**config.mk**
```make
export PLATFORM = sky130hd
export DESIGN_NAME = mips_multicycle
export DESIGN_NICKNAME = d
export VERILOG_FILES = /design/src/rtl/mips_mc_pkg.sv /design/src/rtl/mips_mc_regfile.sv /design/src/rtl/mips_multicycle.sv
export SDC_FILE = /design/constraint.sdc
export NUM_CORES = 1
export LEC_CHECK = 0
export ABC_AREA = 1
export CORE_MARGIN = 5
export CORE_UTILIZATION = 57
export CTS_CLUSTER_SIZE = 14
export DETAILED_ROUTE_END_ITERATION = 10
export PLACE_DENSITY = 0.77
export SYNTH_ARGS = -nofsm -noshare
export SYNTH_HDL_FRONTEND = slang
export SYNTH_SLANG_ARGS = --single-unit
```
**constraint.sdc**
```tcl
create_clock -name clk -period 3.21 [get_ports clk]
set_clock_uncertainty 0.05 [all_clocks]
set_input_delay 0.642 -clock clk [delete_from_list [all_inputs] [get_ports clk]]
set_output_delay 0.642 -clock clk [all_outputs]
set_load 0.01 [all_outputs]
```
**src/rtl/mips_mc_pkg.sv**
```systemverilog
// Shared types for the multicycle 12-bit-instruction MIPS-style core:
// opcode and FSM state enums, plus the instruction field positions.
package mips_mc_pkg;

  typedef enum logic [2:0] {
    OP_LOAD  = 3'b000,
    OP_STORE = 3'b001,
    OP_ADD   = 3'b010,
    OP_SUB   = 3'b011,
    OP_ADDI  = 3'b100,
    OP_BEQ   = 3'b101,
    OP_JMP   = 3'b110,
    OP_HALT  = 3'b111
  } opcode_e;

  typedef enum logic [2:0] {
    S_FETCH,
    S_DECODE,
    S_EXEC,
    S_MEM,
    S_WB,
    S_HALT,
    S_IDLE
  } state_e;

  localparam int INSTR_W   = 12;
  localparam int OP_MSB    = 11;
  localparam int OP_LSB    = 9;
  localparam int F1_MSB    = 8;
  localparam int F1_LSB    = 6;
  localparam int F2_MSB    = 5;
  localparam int F2_LSB    = 3;
  localparam int F3_MSB    = 2;
  localparam int F3_LSB    = 0;
  localparam int MADDR_MSB = 3;

  function automatic logic is_alu_op(input opcode_e op);
    return (op == OP_ADD) || (op == OP_SUB) || (op == OP_ADDI);
  endfunction

endpackage

```
**src/rtl/mips_mc_regfile.sv**
```systemverilog
// Register file: REG_CNT x DATA_W, two asynchronous read ports,
// one synchronous write port, synchronous clear on reset.
module mips_mc_regfile #(
  parameter int DATA_W  = 4,
  parameter int REG_CNT = 8
) (
  input  logic                       clk,
  input  logic                       reset,
  input  logic [$clog2(REG_CNT)-1:0] ra_addr,
  output logic [DATA_W-1:0]          ra_data,
  input  logic [$clog2(REG_CNT)-1:0] rb_addr,
  output logic [DATA_W-1:0]          rb_data,
  input  logic                       we,
  input  logic [$clog2(REG_CNT)-1:0] wa,
  input  logic [DATA_W-1:0]          wd
);

  logic [DATA_W-1:0] regs [REG_CNT];

  // NOTE: this is a flop array, not a RAM macro, so every entry can be cleared
  // in reset; a RAM-backed register file could not offer that.
  always_ff @(posedge clk) begin
    if (reset) begin
      for (int i = 0; i < REG_CNT; i++) regs[i] <= '0;
    end else if (we) begin
      regs[wa] <= wd;
    end
  end

  assign ra_data = regs[ra_addr];
  assign rb_data = regs[rb_addr];

endmodule

```
**src/rtl/mips_multicycle.sv**
```systemverilog
// Multicycle core: Fetch/Decode/Execute/Mem/Writeback FSM over the 12-bit ISA.
// Define STEP_MODE_EN to add a `step` input that gates each instruction fetch.
module mips_multicycle
  import mips_mc_pkg::*;
#(
  parameter int DATA_W  = 4,
  parameter int PC_W    = 3,
  parameter int REG_CNT = 8
) (
  input  logic               clk,
  input  logic               reset,
`ifdef STEP_MODE_EN
  input  logic               step,
`endif
  output logic [PC_W-1:0]    imem_addr,
  input  logic [INSTR_W-1:0] imem_rdata,
  output logic               dmem_req,
  output logic               dmem_we,
  output logic [3:0]         dmem_addr,
  output logic [DATA_W-1:0]  dmem_wdata,
  input  logic [DATA_W-1:0]  dmem_rdata,
  input  logic               dmem_ready,
  output logic [PC_W-1:0]    pc,
  output logic [DATA_W-1:0]  alu_out,
  output logic               halted
);

  state_e             state, state_nxt, resume_state;
  logic [INSTR_W-1:0] ir;
  logic [DATA_W-1:0]  mdr;
  opcode_e            op;
  logic [2:0]         f1, f2, f3;
  logic               is_alu;
  logic [2:0]         ra_addr, rb_addr;
  logic [DATA_W-1:0]  ra_data, rb_data, alu_res, rf_wd;
  logic               rf_we, mem_done;
  logic [PC_W-1:0]    pc_inc, br_target;

  assign op     = opcode_e'(ir[OP_MSB:OP_LSB]);
  assign f1     = ir[F1_MSB:F1_LSB];
  assign f2     = ir[F2_MSB:F2_LSB];
  assign f3     = ir[F3_MSB:F3_LSB];
  assign is_alu = is_alu_op(op);

  // Where the FSM goes once an instruction has finished.
`ifdef STEP_MODE_EN
  assign resume_state = step ? S_FETCH : S_IDLE;
`else
  assign resume_state = S_FETCH;
`endif

  // ALU ops read f2/f3; BEQ compares f1/f2; STORE sources f1.
  assign ra_addr = is_alu ? f2 : f1;
  assign rb_addr = ((op == OP_ADD) || (op == OP_SUB)) ? f3 : f2;

  mips_mc_regfile #(
    .DATA_W  (DATA_W),
    .REG_CNT (REG_CNT)
  ) u_rf (
    .clk     (clk),
    .reset   (reset),
    .ra_addr (ra_addr),
    .ra_data (ra_data),
    .rb_addr (rb_addr),
    .rb_data (rb_data),
    .we      (rf_we),
    .wa      (f1),
    .wd      (rf_wd)
  );

  always_comb begin
    alu_res = ra_data;
    case (op)
      OP_ADD:  alu_res = ra_data + rb_data;
      OP_SUB:  alu_res = ra_data - rb_data;
      OP_ADDI: alu_res = ra_data + DATA_W'(f3);
      default: alu_res = ra_data;
    endcase
  end

  assign pc_inc    = pc + PC_W'(1);
  assign br_target = pc_inc + PC_W'($signed(f3));
  assign mem_done  = (state == S_MEM) && dmem_ready;
  assign rf_we     = (state == S_WB);
  assign rf_wd     = (op == OP_LOAD) ? mdr : alu_out;

  always_ff @(posedge clk) begin
    if (reset) state <= S_FETCH;
    else       state <= state_nxt;
  end

  // NOTE: defaults are assigned first so every path drives state_nxt; a
  // missing branch would otherwise infer a latch.
  always_comb begin
    state_nxt = state;
    case (state)
      S_FETCH:  state_nxt = S_DECODE;
      S_DECODE: state_nxt = S_EXEC;
      S_EXEC: begin
        case (op)
          OP_LOAD, OP_STORE: state_nxt = S_MEM;
          OP_BEQ, OP_JMP:    state_nxt = resume_state;
          OP_HALT:           state_nxt = S_HALT;
          default:           state_nxt = S_WB;
        endcase
      end
      S_MEM: begin
        if (mem_done) state_nxt = (op == OP_LOAD) ? S_WB : resume_state;
      end
      S_WB:     state_nxt = resume_state;
      S_HALT:   state_nxt = S_HALT;
      S_IDLE:   state_nxt = resume_state;
      default:  state_nxt = S_FETCH;
    endcase
  end

  // NOTE: non-blocking assignments make every register sample pre-edge values,
  // which is what gives same-register instructions their read-before-write.
  always_ff @(posedge clk) begin
    if (reset) begin
      pc      <= '0;
      ir      <= '0;
      mdr     <= '0;
      alu_out <= '0;
    end else begin
      case (state)
        S_DECODE: ir <= imem_rdata;
        S_EXEC: begin
          if (is_alu)         alu_out <= alu_res;
          if (op == OP_BEQ)   pc <= (ra_data == rb_data) ? br_target : pc_inc;
          if (op == OP_JMP)   pc <= ir[PC_W-1:0];
        end
        S_MEM: begin
          if (mem_done) begin
            mdr <= dmem_rdata;
            if (op == OP_STORE) pc <= pc_inc;
          end
        end
        S_WB:    pc <= pc_inc;
        default: ;
      endcase
    end
  end

  assign imem_addr  = pc;
  assign dmem_req   = (state == S_MEM);
  assign dmem_we    = (op == OP_STORE);
  assign dmem_addr  = ir[MADDR_MSB:0];
  assign dmem_wdata = ra_data;
  assign halted     = (state == S_HALT);

endmodule
```
==> results of run 1 <==
registers in the layout, summed over array words and instances, names as in the netlist:
signal and count:
mdr 4, alu_out 4, ir 12, imem_addr 3, u_rf.regs 32, state 3
cell usage after synthesis, drive strengths merged, types with 2 or more instances:
master  number
o22ai        2
a221oi       3
nor3         7
o21ai       33
nor2        60
a211oi       3
a32o         3
ha           8
fa           3
xnor2        4
inv         46
edfxtp      32
nand2      129
a21oi       38
dfxtp       26
clkbuf       8
or2          2
buf         12
nand3       51
worst min-delay path by stage:
| stage | start | endpoint | slack [ns] |
|---|---|---|---|
| after floorplan | mdr[3] | mdr[3] | 0.38 |
| after global placement | mdr[0] | mdr[0] | 0.39 |
| after detailed placement | mdr[0] | mdr[0] | 0.40 |
| after CTS | mdr[0] | mdr[0] | 0.41 |
| after global routing | mdr[0] | mdr[0] | 0.43 |
| final | mdr[0] | mdr[0] | 0.40 |
what timing repair did:
action                     in CTS  in global routing
setup endpoints to repair       3                  3
gates resized for setup         4                  5
pin swaps                       0                  1
setup buffers                   0                  2
hold buffers                    0                  0
cloned                          0                  1
placed cells by master (no fill, tap or decap), types with 10 or more instances in the layout:
cell type        netlist  layout
nand2_1              111     111
nand3_1               39      39
edfxtp_1              32      32
clkbuf_8               0      10
nand3_2               11      11
o21ai_0               26      25
a21oi_1               35      35
nor2_1                58      58
clkdlybuf4s50_1        0      38
dfxtp_1               26      23
inv_1                 41      41
routing by layer:
| metal | track usage [%] | share of wire (%) | routed length [um] |
|---|---|---|---|
| met5 | 0 | 0 | 0 |
| met1 | 33.9 | 45 | 4430 |
| met4 | 7.21 | 1.6 | 157 |
| met2 | 35.0 | 45 | 4390 |
| met3 | 4.13 | 8.0 | 778 |
stage by stage:
stage	hold WS, ns	setup WS (ns)	power [uW]
CTS	0.407	0.0567	3570
finish	0.404	0.151	3600
global route	0.427	0.0154	3880
global placement	0.391	0.176	2770
detailed placement	0.396	0.147	2780
floorplan	0.380	0.444	2310
worst min-delay path, cell delays in order, from the launching register on:
cell and delay [ns]:
dfxtp_1 0.30, inv_1 0.06, a21oi_1 0.05
power groups by stage:
stage               Clock, uW  Sequential (uW)  Combinational (uW)
finish                    769              945                1880
CTS                       774              940                1850
global route              806              953                2130
detailed placement          0              956                1830
global placement            0              954                1810
floorplan                   0              924                1390
final cells by class:
type                    count  area [um^2]
fillers                   502         1960
inverters                  47          189
flip-flops and latches     58         1490
repair buffers             46          445
clock buffers              10          138
multi-input cells         355         1980
clock inverters             6         90.1
well taps                  77         96.3
cell families after synthesis:
family,count (synthesis)
flip-flops,58
multiplexers,1
buffers and inverters,67
AND/OR/NAND/NOR,250
XOR/XNOR,5
adder cells (fa/ha/maj),11
AO/OA/AOI/OAI,87
==> out/results.tsv, run 1 <==
stage	metric	value	unit
cts	path_clk_slew	0.07	ns
floorplanning	start_util	58.9	%
worst_setup_path	endpoint_kind	output pin	
timing	fin_crit_sh	95.3	%
timing	tns	0	ns
pwr	leakagePower	0.00182	uW
cts	cts_sinks	58	
yosys	syn_nets	509	
floorplanning	die_y	91.2	um
placed_design	dp.cells	580	
timing	fmax	327	MHz
timing	fin_crit	3.06	ns
worst_setup_path	cp_num_cells	12	
global_routing	grt_usage	23.2	%
yosys	synthMuxAreaShare	0.266	%
worst_setup_path	critical_path.reg2reg.startpoint	ir[1]	
hold_path	hold_class	register to register	
cts	cts_root_buffer	clkbuf_8	
cells_and_area	finalNetCount	547	
worst_setup_path	crit_type	register to output pin	
yosys	synth-simple-area-share	32.5	%
timing	worst_pin_slew	0.862	ns
placed_design	dp_hpwl	7470	um
yosys	ys_seq_area_share	39.4	%
yosys	synthXorXnorAreaFrac	1.17	%
pwr	p_int	2050	uW
routing	drtIter0Drc	312	
yosys	ys_seq_elements	58	
yosys	yosys_warnings	0	
cells_and_area	final_util	69.3	%
yosys	synth_edf_count	32	
yosys	syn_avg_cell_area	7.85	um^2
pwr	swShare	43.0	%
worst_setup_path	cpLargestDelayFamily	simple AND/OR/NAND/NOR gates	
timing	rsz0062_at_grt	false	
routing	vias	3457	
global_routing	grt_max_degree	28	
worst_setup_path	r2r_slack	0.31	ns
placed_design	dpl_cell_area	4160	um^2
worst_setup_path	crit_chain	nor2_4 -> nand2_4 -> nand2_8 -> nand2_2 -> nand2_4 -> nand2_1 -> nand3_1 -> nand2_1 -> inv_1 -> o21ai_1 -> inv_1 -> clkdlybuf4s50_1	
yosys	synthAdderAreaFrac	4.26	%
yosys	syn_inst	479	
worst_setup_path	critPathSlowestCell	clkdlybuf4s50_1	
global_routing	antenna_found_initial	0	
worst_setup_path	rr_worst_depth	11	
routing	drc	0	
pwr	ir_worst_vdd	0.627	mV
floorplanning	io_pins	40	
pwr	seqPwrFrac	26.3	%
global_routing	grt_pass1_wl	15400	um
floorplanning	placement_rows	29	
hold_path	min_delay_path_depth	2	
global_routing	grt_overflow	0	
worst_setup_path	start_kind	register	
cells_and_area	drive_gt1_share	14.4	%
routing	antenna_left	0	
worst_setup_path	critPathBufInv	3	
worst_setup_path	startpoint	ir[10]	
worst_setup_path	cp_max_fo	14	
routing	viasPerCell	5.77	
yosys	yosysTopAreaCellShare	25.6	%
timing	slew_violations	0	
pwr	p_sw	1550	uW
placed_design	place.gp.congestion	0.969	
floorplanning	core-area	6390	um^2
routing	avgRoutedWirePerCell	16.3	um
pwr	pwr-share-comb	52.3	%
yosys	async_flop_share	0	%
routing	wirelength	9760	um
yosys	synth_flop_cell	edfxtp_1	
pwr	power_density	813	nW/um^2
cells_and_area	synthToLayoutAreaGrowth	17.7	%
cts	cts_inserted_buffers	9	
floorplanning	chipWidth	91.2	um
status	status	completed	
timing	setup_viol	0	
timing	hold_viol	0	
yosys	synth_top_family_by_area	simple AND/OR/NAND/NOR gates	
global_routing	grt_pass1_vias	3115	
cts	clock_latency	0.35	ns
worst_setup_path	worstReg2RegEnd	alu_out[2]	
worst_setup_path	worstPathRequired	2.52	ns
placed_design	numPortBuffers	39	
yosys	syn_area	3760	um^2
cts	cts_tree	built	
yosys	yosysUniqueCellTypes	46	
worst_setup_path	crit_end	dmem_wdata[0]	
flow_run	drv_cap	0	
cts	cts_max_level	3	
yosys	yosys.area.top_type	edfxtp_1	
timing	max_slew_margin	40.9	%
yosys	synth_compound_area_share	13.9	%
cells_and_area	n_antenna_cell	0	
worst_setup_path	worstPathArrival	2.37	ns
cts	cts_buffer_depth	2	
routing	dr.pass1.iters	5	
cells_and_area	fin_area	4420	um^2
cells_and_area	fin_cells	599	
worst_setup_path	cpPeakStageDelay	0.49	ns
yosys	synth_area_leaders	edfxtp_1, dfxtp_1, nand2_1	
floorplanning	dieArea	8320	um^2
pwr	pwr-share-clk	21.4	%
Note: power is estimated with default switching activity, not from simulation.
==> run 2: changes to the inputs <==
--- a/config.mk
+++ b/config.mk
@@ -8,7 +8,6 @@
 export ABC_AREA = 1
 export CORE_MARGIN = 5
 export CORE_UTILIZATION = 57
-export CTS_CLUSTER_SIZE = 14
 export DETAILED_ROUTE_END_ITERATION = 10
 export PLACE_DENSITY = 0.77
 export SYNTH_ARGS = -nofsm -noshare
==> results of run 2 <==
The final DEF is identical to that of run 1; final timing and power are the same.
==> run 3: changes to the inputs <==
--- a/config.mk
+++ b/config.mk
@@ -9,7 +9,8 @@
 export CORE_MARGIN = 5
 export CORE_UTILIZATION = 57
 export DETAILED_ROUTE_END_ITERATION = 10
-export PLACE_DENSITY = 0.77
+export PLACE_DENSITY = 0.84
 export SYNTH_ARGS = -nofsm -noshare
 export SYNTH_HDL_FRONTEND = slang
+export SYNTH_HIERARCHICAL = 1
 export SYNTH_SLANG_ARGS = --single-unit
==> run 3 against run 2 <==
Against the previous run:
- total power up 29%
- area after synthesis up 0.53%
- cell count up 13%
- worst setup slack better by 0.082 ns
- largest cell class unchanged
==> out/results.tsv, run 3 <==
stage	metric	value	unit	change
routing	wirelength	9730	um	was 9760 um
worst_setup_path	crit_chain	inv_2 -> buf_4 -> nand2_2 -> a21oi_2 -> nand2_1 -> o21ai_1 -> buf_12 -> inv_2 -> nand2_1 -> nand3_1 -> nand2_1 -> nand2_1 -> nand2_2 -> dlygate4sd2_1		was nor2_4 -> nand2_4 -> nand2_8 -> nand2_2 -> nand2_4 -> nand2_1 -> nand3_1 -> nand2_1 -> inv_1 -> o21ai_1 -> inv_1 -> clkdlybuf4s50_1
yosys	async_flop_share	0	%	unchanged
placed_design	numPortBuffers	39		unchanged
worst_setup_path	worstPathRequired	2.52	ns	about the same
timing	fin_crit_sh	92.8	%	was 95.3%
floorplanning	start_util	59.2	%	was 58.9%
yosys	yosys.area.top_type	edfxtp_1		unchanged
worst_setup_path	cp_num_cells	14		was 12
pwr	p_sw	2260	uW	was 1550 uW
cells_and_area	fin_cells	677		was 599
cts	cts_tree	built		unchanged
global_routing	grt_max_degree	26		was 28
worst_setup_path	endpoint_kind	output pin		unchanged
pwr	seqPwrFrac	22.3	%	was 26.3%
cells_and_area	reg_top3	u_rf/regs (32), ir (12)		was u_rf.regs (32), ir (12)
timing	hold_viol	0		unchanged
worst_setup_path	critPathBufInv	5		was 3
cells_and_area	drive_gt1_share	11.0	%	was 14.4%
pwr	pwr-share-clk	14.5	%	was 21.4%
cts	cts_inserted_buffers	9		unchanged
routing	antenna_left	0		unchanged
floorplanning	chipWidth	91.4	um	was 91.2 um
routing	avgRoutedWirePerCell	14.4	um	was 16.3 um
routing	drtIter0Drc	301		was 312
cells_and_area	regMostFlops	u_rf/regs		was u_rf.regs
timing	setup_ws	0.233	ns	was 0.151 ns
floorplanning	dieArea	8360	um^2	was 8320 um^2
worst_setup_path	worstPathArrival	2.29	ns	was 2.37 ns
pwr	swShare	48.5	%	was 43.0%
global_routing	grt_pass1_vias	3329		was 3115
yosys	synth_flop_cell	edfxtp_1		unchanged
global_routing	grt_overflow	0		unchanged
global_routing	grt_pass1_wl	15900	um	was 15400 um
yosys	ys_seq_area_share	39.2	%	was 39.4%
yosys	syn_nets	582		was 509
worst_setup_path	start_kind	register		unchanged
yosys	ys_seq_elements	58		unchanged
floorplanning	io_pins	40		unchanged
yosys	yosysTopAreaCellShare	25.4	%	was 25.6%
global_routing	grt_usage	23.4	%	was 23.2%
routing	viasPerCell	5.33		was 5.77
cells_and_area	finalNetCount	625		was 547
placed_design	place.gp.congestion	0.961		was 0.969
pwr	power_density	1050	nW/um^2	was 813 nW/um^2
yosys	synth_edf_count	32		unchanged
cells_and_area	synthToLayoutAreaGrowth	17.5	%	was 17.7%
routing	drc	0		unchanged
cts	path_clk_slew	0.07	ns	about the same
global_routing	antenna_found_initial	0		unchanged
pwr	pwr-share-comb	63.2	%	was 52.3%
timing	max_slew_margin	52.3	%	was 40.9%
pwr	p_int	2390	uW	was 2050 uW
routing	dr.pass1.iters	5		unchanged
cts	cts_max_level	3		unchanged
hold_path	hold_class	register to register		unchanged
timing	tns	0	ns	unchanged
floorplanning	placement_rows	29		unchanged
yosys	yosys_warnings	6		was 0
hold_path	min_delay_path_depth	2		unchanged
yosys	syn_avg_cell_area	6.85	um^2	was 7.85 um^2
yosys	syn_inst	552		was 479
yosys	synthTopCellsByCount	nand2_1, inv_1, nor2_1		was nand2_1, nor2_1, inv_1
worst_setup_path	crit_path_frequent_cell	nand2_1		
worst_setup_path	crit_type	register to output pin		unchanged
worst_setup_path	cpPeakStageDelay	0.36	ns	was 0.49 ns
placed_design	dp.cells	660		was 580
cts	clock_latency	0.33	ns	was 0.35 ns
pwr	leakagePower	0.00207	uW	was 0.00182 uW
status	status	completed		unchanged
placed_design	dp_slack	0.0875	ns	was 0.147 ns
cells_and_area	n_antenna_cell	0		unchanged
worst_setup_path	cp_max_fo	17		was 14
routing	vias	3607		was 3457
worst_setup_path	rr_worst_depth	21		was 11
pwr	ir_worst_vdd	0.858	mV	was 0.627 mV
cells_and_area	num-fill-cells	549		was 502
cells_and_area	largest_reg_flops	32		unchanged
timing	fmax	336	MHz	was 327 MHz
cts	cts_buffer_depth	2		unchanged
timing	fin_crit	2.98	ns	was 3.06 ns
placed_design	dp_hpwl	7620	um	was 7470 um
cts	cts_sinks	58		unchanged
yosys	synth_area_leaders	edfxtp_1, nand2_1, dfxtp_1		was edfxtp_1, dfxtp_1, nand2_1
cells_and_area	mostFrequentLayoutCell	nand2_1		unchanged
cts	cts_root_buffer	clkbuf_8		unchanged
floorplanning	core-area	6390	um^2	unchanged
worst_setup_path	critPathSlowestCell	dfxtp_2		was clkdlybuf4s50_1
floorplanning	die_y	91.4	um	was 91.2 um
yosys	synth.most_common_cell	nand2_1		unchanged
timing	worst_pin_slew	0.714	ns	was 0.862 ns
cells_and_area	final_util	69.5	%	was 69.3%
timing	setup_viol	0		unchanged
worst_setup_path	cpLargestDelayFamily	buffers and inverters		was simple AND/OR/NAND/NOR gates
yosys	yosysUniqueCellTypes	34		was 46
cells_and_area	mostFrequentLayoutCells	nand2_1, inv_1, nor2_1		was nand2_1, nor2_1, inv_1
yosys	syn_area	3780	um^2	was 3760 um^2
timing	hold_ws	0.405	ns	was 0.404 ns
flow_run	drv_cap	0		unchanged
timing	slew_violations	0		unchanged
timing	rsz0062_at_grt	false		unchanged
[run 3: cell types whose count changed in the layout (fill, tap and decap cells not counted), sizes merged, moves of 4 or more]
cell	before	now
inv	46	95
dlygate4sd2	0	4
nor3	7	1
buf	7	12
nand2	130	182
o21ai	33	39
a21oi	38	27
[run 3: timing repair]
item	in CTS	in global routing
resized for setup	8	5
setup endpoints to repair	4	4
buffers inserted	0	1
hold buffers	0	0
endpoints found under the hold margin	0	0
[run 3: worst register-to-register path: cells and delay by family, from the launching register on]
kind / cells / cell delay [ns]
simple gates: 13 / 1.20
buf+inv: 5 / 0.65
fa+ha+maj: 1 / 0.35
flops: 1 / 0.32
compound gates: 2 / 0.26
[run 3: layout make-up]
cell class              count  area (um^2)  share of cell area, %
multi-input cells         379         1810                   40.8
flip-flops and latches     58         1480                   33.4
repair buffers             51          488                   11.0
inverters                  96          362                   8.15
clock buffers              13          159                   3.58
well taps                  77         96.3                   2.17
clock inverters             3         40.0                  0.902
[run 3: logic make-up after synthesis]
kind of cell | after synthesis | share of synthesized area, %
DFF | 58 | 39.2
adders and majority gates | 11 | 4.24
xor gates and xnor gates | 2 | 0.464
AOI/OAI and AO/OA | 71 | 9.87
and+or+nand+nor | 295 | 33.1
buffers and inverters | 115 | 13.1
[run 3: power by group through the flow]
stage	clock, uW	combinational [uW]	sequential [uW]
floorplan	0	2110	1020
global placement	0	2840	1040
detailed placement	0	2910	1040
CTS	677	2900	1030
global route	719	3320	1050
finish	676	2940	1040
[run 3: routing by layer]
layer	vias to the layer above	wire length (um)	global-route usage [%]
met4	0	108	7.95
met1	1633	4570	34.1
met5	-	0	0
met2	146	4420	35.0
met3	12	630	3.97
li1	1816	-	-
[run 3: final timing paths]
kind / end / slack [ns] / from
setup / recovery: dmem_wdata[3] / 0.23 / ir[9]
hold / removal: mdr[1] / 0.40 / mdr[1]
setup reg to reg: imem_addr[0] / 0.30 / ir[11]
hold reg to reg: mdr[1] / 0.40 / mdr[1]
[run 3: metrics by stage]
step | total power (uW) | area (um^2)
after floorplan | 3130 | 3780
after global placement | 3880 | 4230
after detailed placement | 3960 | 4230
after CTS | 4610 | 4420
after global routing | 5080 | 4440
final | 4650 | 4440
